--- src/rtl/tpm_tis_pkg.sv ---
// Shared types and constants for the TIS register block: FSM states, register
// offsets and bit positions inside STS and the interrupt registers.
package tpm_tis_pkg;

  typedef enum logic [2:0] {
    IDLE,
    READY,
    RECEPTION,
    EXECUTION,
    COMPLETION
  } tis_state_t;

  localparam logic [15:0] OFF_INT_ENABLE = 16'h0008;
  localparam logic [15:0] OFF_INT_STATUS = 16'h0010;
  localparam logic [15:0] OFF_STS        = 16'h0018;
  localparam logic [15:0] OFF_BURST_LO   = 16'h0019;
  localparam logic [15:0] OFF_BURST_HI   = 16'h001A;
  localparam logic [15:0] OFF_DATA_FIFO  = 16'h0024;
  localparam logic [15:0] OFF_VID_DID    = 16'h0F00;

  localparam int STS_VALID      = 7;
  localparam int STS_CMD_READY  = 6;
  localparam int STS_GO         = 5;
  localparam int STS_DATA_AVAIL = 4;
  localparam int STS_EXPECT     = 3;

  localparam int INT_GLOBAL     = 7;
  localparam int INT_CMD_READY  = 2;
  localparam int INT_DATA_AVAIL = 0;

  localparam logic [7:0] RD_DEFAULT = 8'hFF;

endpackage

--- src/rtl/tpm_byte_fifo.sv ---
// Byte FIFO with synchronous flush. The head is read combinationally so the
// host read path can return it in the same cycle as the address.
module tpm_byte_fifo #(
  parameter int DEPTH = 64
) (
  input  logic                     clk,
  input  logic                     reset,
  input  logic                     push,
  input  logic                     pop,
  input  logic                     flush,
  input  logic [7:0]               din,
  output logic [7:0]               dout,
  output logic [$clog2(DEPTH):0]   count,
  output logic                     full,
  output logic                     empty
);

  localparam int AW = $clog2(DEPTH);
  localparam logic [AW:0] CNT_FULL = (AW + 1)'(DEPTH);
  localparam logic [AW:0] CNT_ONE  = (AW + 1)'(1);
  localparam logic [AW-1:0] PTR_ONE = AW'(1);

  logic [7:0]    mem [DEPTH];
  logic [AW-1:0] wrPtr;
  logic [AW-1:0] rdPtr;
  logic          doPush;
  logic          doPop;

  assign full   = (count == CNT_FULL);
  assign empty  = (count == '0);
  assign doPush = push && !full;
  assign doPop  = pop && !empty;
  assign dout   = mem[rdPtr];

  always_ff @(posedge clk) begin
    if (doPush) mem[wrPtr] <= din;
  end

  always_ff @(posedge clk or negedge reset) begin
    if (!reset) begin
      wrPtr <= '0;
      rdPtr <= '0;
      count <= '0;
    end else if (flush) begin
      wrPtr <= '0;
      rdPtr <= '0;
      count <= '0;
    end else begin
      if (doPush) wrPtr <= wrPtr + PTR_ONE;
      if (doPop)  rdPtr <= rdPtr + PTR_ONE;
      case ({doPush, doPop})
        2'b10:   count <= count + CNT_ONE;
        2'b01:   count <= count - CNT_ONE;
        default: ;
      endcase
    end
  end

endmodule

--- src/rtl/tpm_tis_regs.sv ---
// TIS register file behind the LPC peripheral: command/response FIFOs and the
// TIS command FSM. Define TPM_TIS_INT_EN to add INT_ENABLE/INT_STATUS and irq.
module tpm_tis_regs
  import tpm_tis_pkg::*;
#(
  parameter logic [15:0] BASE_ADDR = 16'h0000,
  parameter int          CMD_DEPTH = 64,
  parameter int          RSP_DEPTH = 64,
  parameter logic [31:0] VID_DID   = 32'h0001_1D1D
) (
  input  logic        clk,
  input  logic        reset,
  input  logic [15:0] addr,
  input  logic [7:0]  wrData,
  input  logic        didWrite,
  input  logic        didRead,
  output logic [7:0]  rdData,
  output logic [7:0]  cmdData,
  output logic        cmdValid,
  input  logic        cmdReady,
  output logic        execStart,
  input  logic [7:0]  rspData,
  input  logic        rspValid,
  output logic        rspReady,
  input  logic        rspDone
`ifdef TPM_TIS_INT_EN
  ,
  output logic        irq
`endif
);

  localparam int CW = $clog2(CMD_DEPTH) + 1;
  localparam int RW = $clog2(RSP_DEPTH) + 1;

  tis_state_t    state;
  logic [15:0]   offset;
  logic [CW-1:0] cmdCount;
  logic [RW-1:0] rspCount;
  logic          cmdFull, cmdEmpty, rspFull, rspEmpty;
  logic [7:0]    rspHead;
  logic [31:0]   paramSize;
  logic [15:0]   burstCount;
  logic          wrSts, wrFifo, rdFifo;
  logic          expectBit, commandReady, dataAvail;
  logic          readyReq, goAccept, cmdPush, cmdPop, rspPush, rspPop;

  assign offset       = addr - BASE_ADDR;
  assign wrSts        = didWrite && (offset == OFF_STS);
  assign wrFifo       = didWrite && (offset == OFF_DATA_FIFO);
  // A write in the same cycle suppresses the read's pop side effect.
  assign rdFifo       = didRead && !didWrite && (offset == OFF_DATA_FIFO);

  // The command FIFO only drains in EXECUTION, so its occupancy doubles as the
  // received-byte count while the host is still filling it.
  assign expectBit    = (state == RECEPTION) &&
                        ((32'(cmdCount) < 32'd6) || (32'(cmdCount) < paramSize));
  assign commandReady = (state == READY);
  assign dataAvail    = (state == COMPLETION) && !rspEmpty;

  assign readyReq = wrSts && wrData[STS_CMD_READY] &&
                    ((state == IDLE) || (state == RECEPTION) || (state == COMPLETION));
  assign goAccept = wrSts && wrData[STS_GO] && (state == RECEPTION) && !expectBit;
  assign cmdPush  = wrFifo && !cmdFull && ((state == READY) || expectBit);
  assign cmdValid = (state == EXECUTION) && !cmdEmpty;
  assign cmdPop   = cmdValid && cmdReady;
  assign rspReady = (state == EXECUTION) && !rspFull;
  assign rspPush  = rspValid && rspReady;
  assign rspPop   = rdFifo && dataAvail;

  tpm_byte_fifo #(.DEPTH(CMD_DEPTH)) cmdFifo (
    .clk(clk), .reset(reset), .push(cmdPush), .pop(cmdPop), .flush(readyReq),
    .din(wrData), .dout(cmdData), .count(cmdCount), .full(cmdFull), .empty(cmdEmpty)
  );

  tpm_byte_fifo #(.DEPTH(RSP_DEPTH)) rspFifo (
    .clk(clk), .reset(reset), .push(rspPush), .pop(rspPop), .flush(readyReq),
    .din(rspData), .dout(rspHead), .count(rspCount), .full(rspFull), .empty(rspEmpty)
  );

  always_ff @(posedge clk or negedge reset) begin
    if (!reset) begin
      state     <= IDLE;
      paramSize <= '0;
      execStart <= 1'b0;
    end else begin
      execStart <= 1'b0;
      if (readyReq) begin
        state     <= READY;
        paramSize <= '0;
      end else begin
        case (state)
          READY, RECEPTION: begin
            if (cmdPush) begin
              state <= RECEPTION;
              case (cmdCount)
                CW'(2):  paramSize[31:24] <= wrData;
                CW'(3):  paramSize[23:16] <= wrData;
                CW'(4):  paramSize[15:8]  <= wrData;
                CW'(5):  paramSize[7:0]   <= wrData;
                default: ;
              endcase
            end else if (goAccept) begin
              state     <= EXECUTION;
              execStart <= 1'b1;
            end
          end
          EXECUTION: if (rspDone) state <= COMPLETION;
          default: ;
        endcase
      end
    end
  end

  always_comb begin
    burstCount = 16'h0000;
    case (state)
      READY, RECEPTION: burstCount = 16'(CMD_DEPTH) - 16'(cmdCount);
      COMPLETION:       burstCount = 16'(rspCount);
      default: ;
    endcase
  end

`ifdef TPM_TIS_INT_EN
  localparam logic [7:0] EN_MASK  = 8'h85;
  localparam logic [7:0] SRC_MASK = 8'h05;

  logic [7:0] intEnable, intEnableNext;
  logic [7:0] intStatus, intStatusNext;
  logic       dataAvailPrev, commandReadyPrev;

  always_comb begin
    intEnableNext = intEnable;
    intStatusNext = intStatus;
    if (didWrite && (offset == OFF_INT_ENABLE)) intEnableNext = wrData & EN_MASK;
    if (didWrite && (offset == OFF_INT_STATUS)) intStatusNext = intStatus & ~wrData;
    if (dataAvail && !dataAvailPrev)         intStatusNext[INT_DATA_AVAIL] = 1'b1;
    if (commandReady && !commandReadyPrev)   intStatusNext[INT_CMD_READY]  = 1'b1;
  end

  // irq follows the next-state values so a clear takes effect on the same edge.
  always_ff @(posedge clk or negedge reset) begin
    if (!reset) begin
      intEnable        <= '0;
      intStatus        <= '0;
      dataAvailPrev    <= 1'b0;
      commandReadyPrev <= 1'b0;
      irq              <= 1'b0;
    end else begin
      intEnable        <= intEnableNext;
      intStatus        <= intStatusNext;
      dataAvailPrev    <= dataAvail;
      commandReadyPrev <= commandReady;
      irq              <= intEnableNext[INT_GLOBAL] && |(intStatusNext & intEnableNext & SRC_MASK);
    end
  end
`endif

  always_comb begin
    rdData = RD_DEFAULT;
    case (offset)
      OFF_STS: begin
        rdData                 = 8'h00;
        rdData[STS_VALID]      = 1'b1;
        rdData[STS_CMD_READY]  = commandReady;
        rdData[STS_DATA_AVAIL] = dataAvail;
        rdData[STS_EXPECT]     = expectBit;
      end
      OFF_BURST_LO:          rdData = burstCount[7:0];
      OFF_BURST_HI:          rdData = burstCount[15:8];
      OFF_DATA_FIFO:         rdData = dataAvail ? rspHead : RD_DEFAULT;
      OFF_VID_DID:           rdData = VID_DID[7:0];
      OFF_VID_DID + 16'd1:   rdData = VID_DID[15:8];
      OFF_VID_DID + 16'd2:   rdData = VID_DID[23:16];
      OFF_VID_DID + 16'd3:   rdData = VID_DID[31:24];
`ifdef TPM_TIS_INT_EN
      OFF_INT_ENABLE:        rdData = intEnable;
      OFF_INT_STATUS:        rdData = intStatus;
`else
      OFF_INT_ENABLE:        rdData = 8'h00;
      OFF_INT_STATUS:        rdData = 8'h00;
`endif
      default: ;
    endcase
  end

endmodule

--- config.mk ---
export PLATFORM = sky130hd
export DESIGN_NAME = tpm_tis_regs
export DESIGN_NICKNAME = d
export VERILOG_FILES = /design/src/rtl/tpm_tis_pkg.sv /design/src/rtl/tpm_byte_fifo.sv /design/src/rtl/tpm_tis_regs.sv
export SDC_FILE = /design/constraint.sdc
export NUM_CORES = 1
export LEC_CHECK = 0
export ABC_AREA = 1
export BUFFER_PORTS_ARGS = -buffer_cell sky130_fd_sc_hd__buf_2
export CORE_MARGIN = 2
export CORE_UTILIZATION = 35
export CTS_BUF_LIST = sky130_fd_sc_hd__clkbuf_8
export DETAILED_ROUTE_END_ITERATION = 8
export SYNTH_ARGS = -nofsm -noshare
export SYNTH_HDL_FRONTEND = slang
export SYNTH_SLANG_ARGS = --single-unit
--- constraint.sdc ---
create_clock -name clk -period 4.19 [get_ports clk]
set_input_delay 0.419 -clock clk [delete_from_list [all_inputs] [get_ports clk]]
set_output_delay 0.419 -clock clk [all_outputs]
set_load 0.05 [all_outputs]
==> results.sh, run 1 <==
export IMPL_die_w_um=364
export IMPL_syn_num_nets=3846
export IMPL_core_um2=128000
export IMPL_fin_tns_setup_ns=0
export IMPL_cts_root_buf="clkbuf_8"
export IMPL_outcome="complete, no violations"
export IMPL_fin_cells=5811
export IMPL_ys_seq_elements=1098
export IMPL_fmax_mhz=247
export IMPL_crit_path_end="rdData[2]"
export IMPL_cts_buffer_depth=3
export IMPL_netlist_instances=3783
export IMPL_grt_use_total_pct=18.5
export IMPL_cp_arrival_ns=3.63
export IMPL_grt_pass1_vias=29400
export IMPL_cts_tree="done"
export IMPL_worstHoldStart="rspData[5]"
export IMPL_path_clk_slew_ns=0.07
export IMPL_drv_slew=0
export IMPL_synth_flop_cell="edfxtp_1"
export IMPL_utilization_pct=40.2
export IMPL_synth_async_sr_flop_share_pct=6.74
export IMPL_dieArea_um2=132000
export IMPL_slew_headroom_pct=34.4
export IMPL_startpoint_type="register"
export IMPL_path_class="reg -> out"
export IMPL_p_leak_uw=0.0177
export IMPL_nNetsFinal=4017
export IMPL_via_per_inst=5.27
export IMPL_worstRegToRegCells=20
export IMPL_ios=58
export IMPL_reg2reg_setup_slack_ns=0.73
export IMPL_dp_hpwl_um=75900
export IMPL_rows=131
export IMPL_post_route_period_util_pct=96.7
export IMPL_worstSkewPairLatency_ns=0.88
export IMPL_power_density_nw_per_um2=526
export IMPL_layout_commonest_cell="edfxtp_1"
export IMPL_crit_required_ns=3.77
export IMPL_cp_startpoint="rspFifo.rdPtr[1]"
export IMPL_grt_remaining_overflow=0
export IMPL_yosysWarnings=0
export IMPL_end_kind="output pin"
export IMPL_grt_max_degree=209
export IMPL_min_path_type="in -> reg"
export IMPL_setup_viol=0
export IMPL_worstPathMaxFanout=39
export IMPL_report_final_hold_viol_count=0
export IMPL_drt_first_pass_iters=6
export IMPL_synth_edf_count=1024
export IMPL_reg2reg_to="cmdFifo.count[6]"
export IMPL_numCtsBuffers=171
export IMPL_drt_antenna_violating_nets=0
export IMPL_port_buffers=57
export IMPL_seq_area_frac_synth_pct=72.0
export IMPL_die_h_um=364
export IMPL_htree_levels=4
export IMPL_synth_distinct_cells=45
export IMPL_ir_drop_uv=754
export IMPL_initial_core_util_pct=35.4
export IMPL_avgRoutedWirePerCell_um=21.5
export IMPL_antenna_found_initial=2
export IMPL_clock_skew_ns=0.0341
export IMPL_setup_slack_ns=0.139
export IMPL_drive_gt1_share_pct=11.4
export IMPL_initialDrtViolationCount=3559
export IMPL_post_place_ws_ns=0.451
export IMPL_synth_avg_cell_area_um2=12.0
export IMPL_maxCapViolations=0
export IMPL_final_cell_mix="edfxtp_1 (1024), nor2_1 (768), o21ai_0 (527)"
export IMPL_grt_setup_unrepaired="no"
export IMPL_area_growth_syn_to_layout_pct=13.6
export IMPL_r2r_start="cmdFifo.count[1]"
export IMPL_vias=30600
export IMPL_grt_pass1_wl_um=184000
export IMPL_worst_pin_slew_ns=0.984
export IMPL_clock_sinks=1098
export IMPL_drt_wl_total_um=125000
export IMPL_dp_cells=5496
export IMPL_place_gp_congestion=0.878
export IMPL_drc_errors=0
export IMPL_syn_cell_area_um2=45300
export IMPL_period_minus_slack_ns=4.05
## layout make-up
| type | count | area, um^2 |
|---|---|---|
| fill | 12100 | 76600 |
| sequential | 1098 | 32600 |
| multi-input combinational | 2344 | 11300 |
| clock buffer | 179 | 2460 |
| tap | 1729 | 2160 |
| timing repair buffer | 214 | 1680 |
| clock inverter | 121 | 669 |
| inverter | 123 | 498 |
| timing repair inverter | 2 | 15.0 |
| antenna | 1 | 2.50 |
## through the flow
| step | area (um^2) | power (uW) | hold slack (ns) |
|---|---|---|---|
| 6_report | 51400 | 27000 | 0.0919 |
| 4_1_cts | 51300 | 27100 | 0.0132 |
| 3_3_place_gp | 48100 | 18700 | 0.472 |
| 5_1_grt | 51400 | 28200 | 0.0698 |
| 3_5_place_dp | 48100 | 18800 | 0.479 |
| 2_1_floorplan | 45300 | 16500 | 0.123 |
## kinds of logic after synthesis
group,count (synthesis),share of synthesized area [%]
adder cells (fa/ha/maj),24,0.680
buffers and inverters,341,3.01
XOR/XNOR,16,0.310
AND/OR/NAND/NOR,1436,13.1
AO/OA/AOI/OAI,868,10.8
flip-flops,1098,72.0
## state kept, by name, indices dropped and copies added (netlist names)
signal         count
cmdFifo.mem      512
rspFifo.mem      512
paramSize         32
cmdFifo.count      7
rspFifo.count      7
cmdFifo.rdPtr      6
cmdFifo.wrPtr      6
rspFifo.rdPtr      6
rspFifo.wrPtr      6
state              3
execStart          1
## worst min path at each step
| stage | endpoint | cells after the start |
|---|---|---|
| after CTS | rspFifo.mem[55][3] | 1 |
| after floorplan | cmdFifo.count[0] | 0 |
| after detailed placement | paramSize[16] | 2 |
| final | rspFifo.mem[20][5] | 1 |
| after global placement | paramSize[14] | 2 |
| after global routing | rspFifo.mem[53][3] | 1 |
## routing by layer
| metal | global-route usage [%] | up-vias | share of wire [%] |
|---|---|---|---|
| met3 | 4.93 | 204 | 9.4 |
| met5 | 0 | - | 0.0080 |
| li1 | - | 14100 | - |
| met2 | 28.6 | 1300 | 46 |
| met4 | 6.14 | 2 | 2.5 |
| met1 | 25.2 | 15000 | 43 |
## worst max-delay path, cell delays in order (launching register included)
cell and delay, ns:
dfrtp_4 0.68, buf_4 0.46, o21ai_0 0.17, o211ai_1 0.27, nand3_1 0.25, nand2_1 0.14, nand3_1 0.12, nand3_1 0.09
nand2_1 0.06, nand2_1 0.19, buf_2 0.31
## report_power, final
group | leakage [uW] | switching, uW | internal, uW | total, uW
clock network | 0.00184 | 4230 | 4170 | 8400
registers | 0.0101 | 262 | 12200 | 12400
logic | 0.00570 | 4550 | 1660 | 6210
## synth_stat cells, types with 44 or more instances
| master | n | area share [%] |
|---|---|---|
| edfxtp_1 | 1024 | 68 |
| nor2_1 | 770 | 6.4 |
| o21ai_0 | 527 | 5.8 |
| nand2_1 | 371 | 3.1 |
| nand3_1 | 209 | 2.3 |
| clkbuf_1 | 156 | 1.3 |
| inv_1 | 111 | 0.92 |
| o22ai_1 | 108 | 1.5 |
| o211ai_1 | 75 | 1.2 |
| dfrtp_1 | 74 | 4.1 |
| o221ai_1 | 53 | 1.0 |
| a21oi_1 | 48 | 0.53 |
| o21ai_1 | 44 | 0.49 |
## repair_timing
item                                    in CTS  in global routing
hold endpoints to repair                    89                  0
endpoints found under the setup margin       8                 14
setup buffers                                0                  4
pin swaps                                    0                  0
gates resized for setup                      2                  9
cloned                                       0                  2
hold buffers                                 8                  0
Note: power is estimated with default switching activity, not from simulation.
==> run 2, diff against run 1 <==
Clock period 4.19 ns to 5.2 ns, I/O delays scaled along.
==> run 2 against run 1 <==
Compared with the run above: global-route usage down 0.56 points; clock skew down 0.0062 ns; setup slack better by 0.45 ns; die area unchanged; via count down 2.2%; sequential power down 19%; routed wire length down 3.6%; largest cell class unchanged; critical path depth up 1; highest routed layer unchanged; first-iteration DRC count down 12%; sequential cell count unchanged; clock power down 19%; hold slack better by 0.023 ns.
==> results.sh, run 2 (same netlist as run 1, synthesis figures left out) <==
export IMPL_hold_slack_ns=0.115
export IMPL_htree_levels=4
export IMPL_top_regs="cmdFifo.mem (512), rspFifo.mem (512), paramSize (32)"
export IMPL_cp_arrival_ns=4.09
export IMPL_nNetsFinal=3913
export IMPL_grt_max_degree=157
export IMPL_grt_pass1_wl_um=180000
export IMPL_cts_tree="done"
export IMPL_avgRoutedWirePerCell_um=21.1
export IMPL_min_path_type="in -> async"
export IMPL_drt_first_pass_iters=5
export IMPL_path_class="reg -> out"
export IMPL_end_kind="output pin"
export IMPL_post_route_period_util_pct=88.7
export IMPL_finalPower_uw=21700
export IMPL_drc_errors=0
export IMPL_grt_remaining_overflow=0
export IMPL_worst_pin_slew_ns=1.21
export IMPL_numCtsBuffers=171
export IMPL_via_per_inst=5.25
export IMPL_post_place_ws_ns=1.32
export IMPL_initialDrtViolationCount=3148
export IMPL_cts_root_buf="clkbuf_8"
export IMPL_worst_path_buf_inv=3
export IMPL_path_clk_slew_ns=0.07
export IMPL_drv_slew=0
export IMPL_initial_core_util_pct=35.4
export IMPL_worstSkewPairLatency_ns=0.86
export IMPL_worstPathMaxFanout=89
export IMPL_critPathMaxStageDelay_ns=0.71
export IMPL_dp_hpwl_um=71500
export IMPL_crit_required_ns=4.68
export IMPL_setup_slack_ns=0.588
export IMPL_wl_met2_um=55100
export IMPL_stdcell_area_um2=50500
export IMPL_drive_gt1_share_pct=9.13
export IMPL_outcome="complete, no violations"
export IMPL_grt_use_total_pct=17.9
export IMPL_ir_drop_uv=355
export IMPL_report_final_hold_viol_count=0
export IMPL_layout_commonest_cell="edfxtp_1"
export IMPL_met1Wirelength_um=52200
export IMPL_startpoint_type="register"
export IMPL_drt_wl_total_um=120000
export IMPL_path_delay_family="buffers and inverters"
export IMPL_port_buffers=57
export IMPL_fmax_mhz=217
export IMPL_antenna_found_initial=5
export IMPL_final_cell_mix="edfxtp_1 (1024), nor2_1 (768), o21ai_0 (527)"
export IMPL_slew_headroom_pct=19.6
export IMPL_path_cells="inv_6 > buf_4 > nor2_1 > o211ai_1 > nand3_1 > nand3_1 > nand3_1 > nand3_1 > nand2_1 > nand2_1 > buf_2"
export IMPL_period_minus_slack_ns=4.61
export IMPL_grt_setup_unrepaired="no"
export IMPL_ios=58
export IMPL_dr_wl_met3_um=9180
export IMPL_top_layer_used="met5"
export IMPL_post_cts_setup_buffers=0
export IMPL_place_gp_congestion=0.957
export IMPL_rows=131
export IMPL_p_leak_uw=0.0171
export IMPL_cp_slowest_cell="dfrtp_4"
export IMPL_die_h_um=364
export IMPL_power_density_nw_per_um2=429
export IMPL_clock_sinks=1098
export IMPL_cpMostUsedCell="nand3_1"
export IMPL_core_um2=128000
export IMPL_maxCapViolations=0
export IMPL_grt_pass1_vias=28700
export IMPL_vias=29900
export IMPL_fin_tns_setup_ns=0
export IMPL_setup_viol=0
export IMPL_placed_area_um2=47300
export IMPL_area_growth_syn_to_layout_pct=11.6
export IMPL_cts_buffer_depth=3
export IMPL_dieArea_um2=132000
export IMPL_drt_antenna_violating_nets=0
export IMPL_clock_skew_ns=0.0279
export IMPL_die_w_um=364
-- run 2: final timing paths --
| kind | slack, ns | cells after the start | endpoint | startpoint |
|---|---|---|---|---|
| max in group asynchronous | 3.86 | 3 | rspFifo.rdPtr[0] | reset |
| worst max register to register | 1.56 | 7 | rspFifo.mem[61][6] | state[2] |
| worst max-delay path | 0.59 | 11 | rdData[6] | rspFifo.rdPtr[0] |
| min in group clk | 0.12 | 4 | cmdFifo.rdPtr[0] | cmdReady |
| worst min register to register | 0.49 | 2 | paramSize[2] | paramSize[2] |
| worst min-delay path | 0.11 | 2 | paramSize[20] | reset |
-- run 2: layout make-up --
class	count	area [um^2]
Antenna cell	4	10.0
Inverter	123	473
Multi-Input combinational cell	2344	11300
Tap cell	1729	2160
Clock buffer	178	2450
Clock inverter	120	666
Fill cell	12200	77500
Sequential cell	1098	32600
Timing Repair Buffer	112	806
-- run 2: layer usage --
metal / vias up / track usage (%)
li1: 13900 / -
met1: 14700 / 24.6
met2: 1186 / 27.9
met3: 225 / 3.53
met4: 4 / 7.12
met5: - / 0
-- run 2: through the flow --
step | std cells | utilization (%)
final | 5708 | 39.4
after global routing | 5707 | 39.4
after CTS | 5704 | 39.4
after detailed placement | 5404 | 37.0
after global placement | 5404 | 37.0
after floorplan | 3783 | -
-- run 2: timing repair --
item                                   4_1_cts  5_1_grt
resized for setup                            0        0
hold buffers                                 2        0
endpoints found under the hold margin       13        0
-- run 2: power by group --
group          internal, uW  switching [uW]  leakage [uW]  total [uW]
Sequential             9800             314        0.0101       10100
Combinational          1280            3480       0.00514        4760
Clock                  3420            3370       0.00179        6780
Total                 14500            7160        0.0171       21700
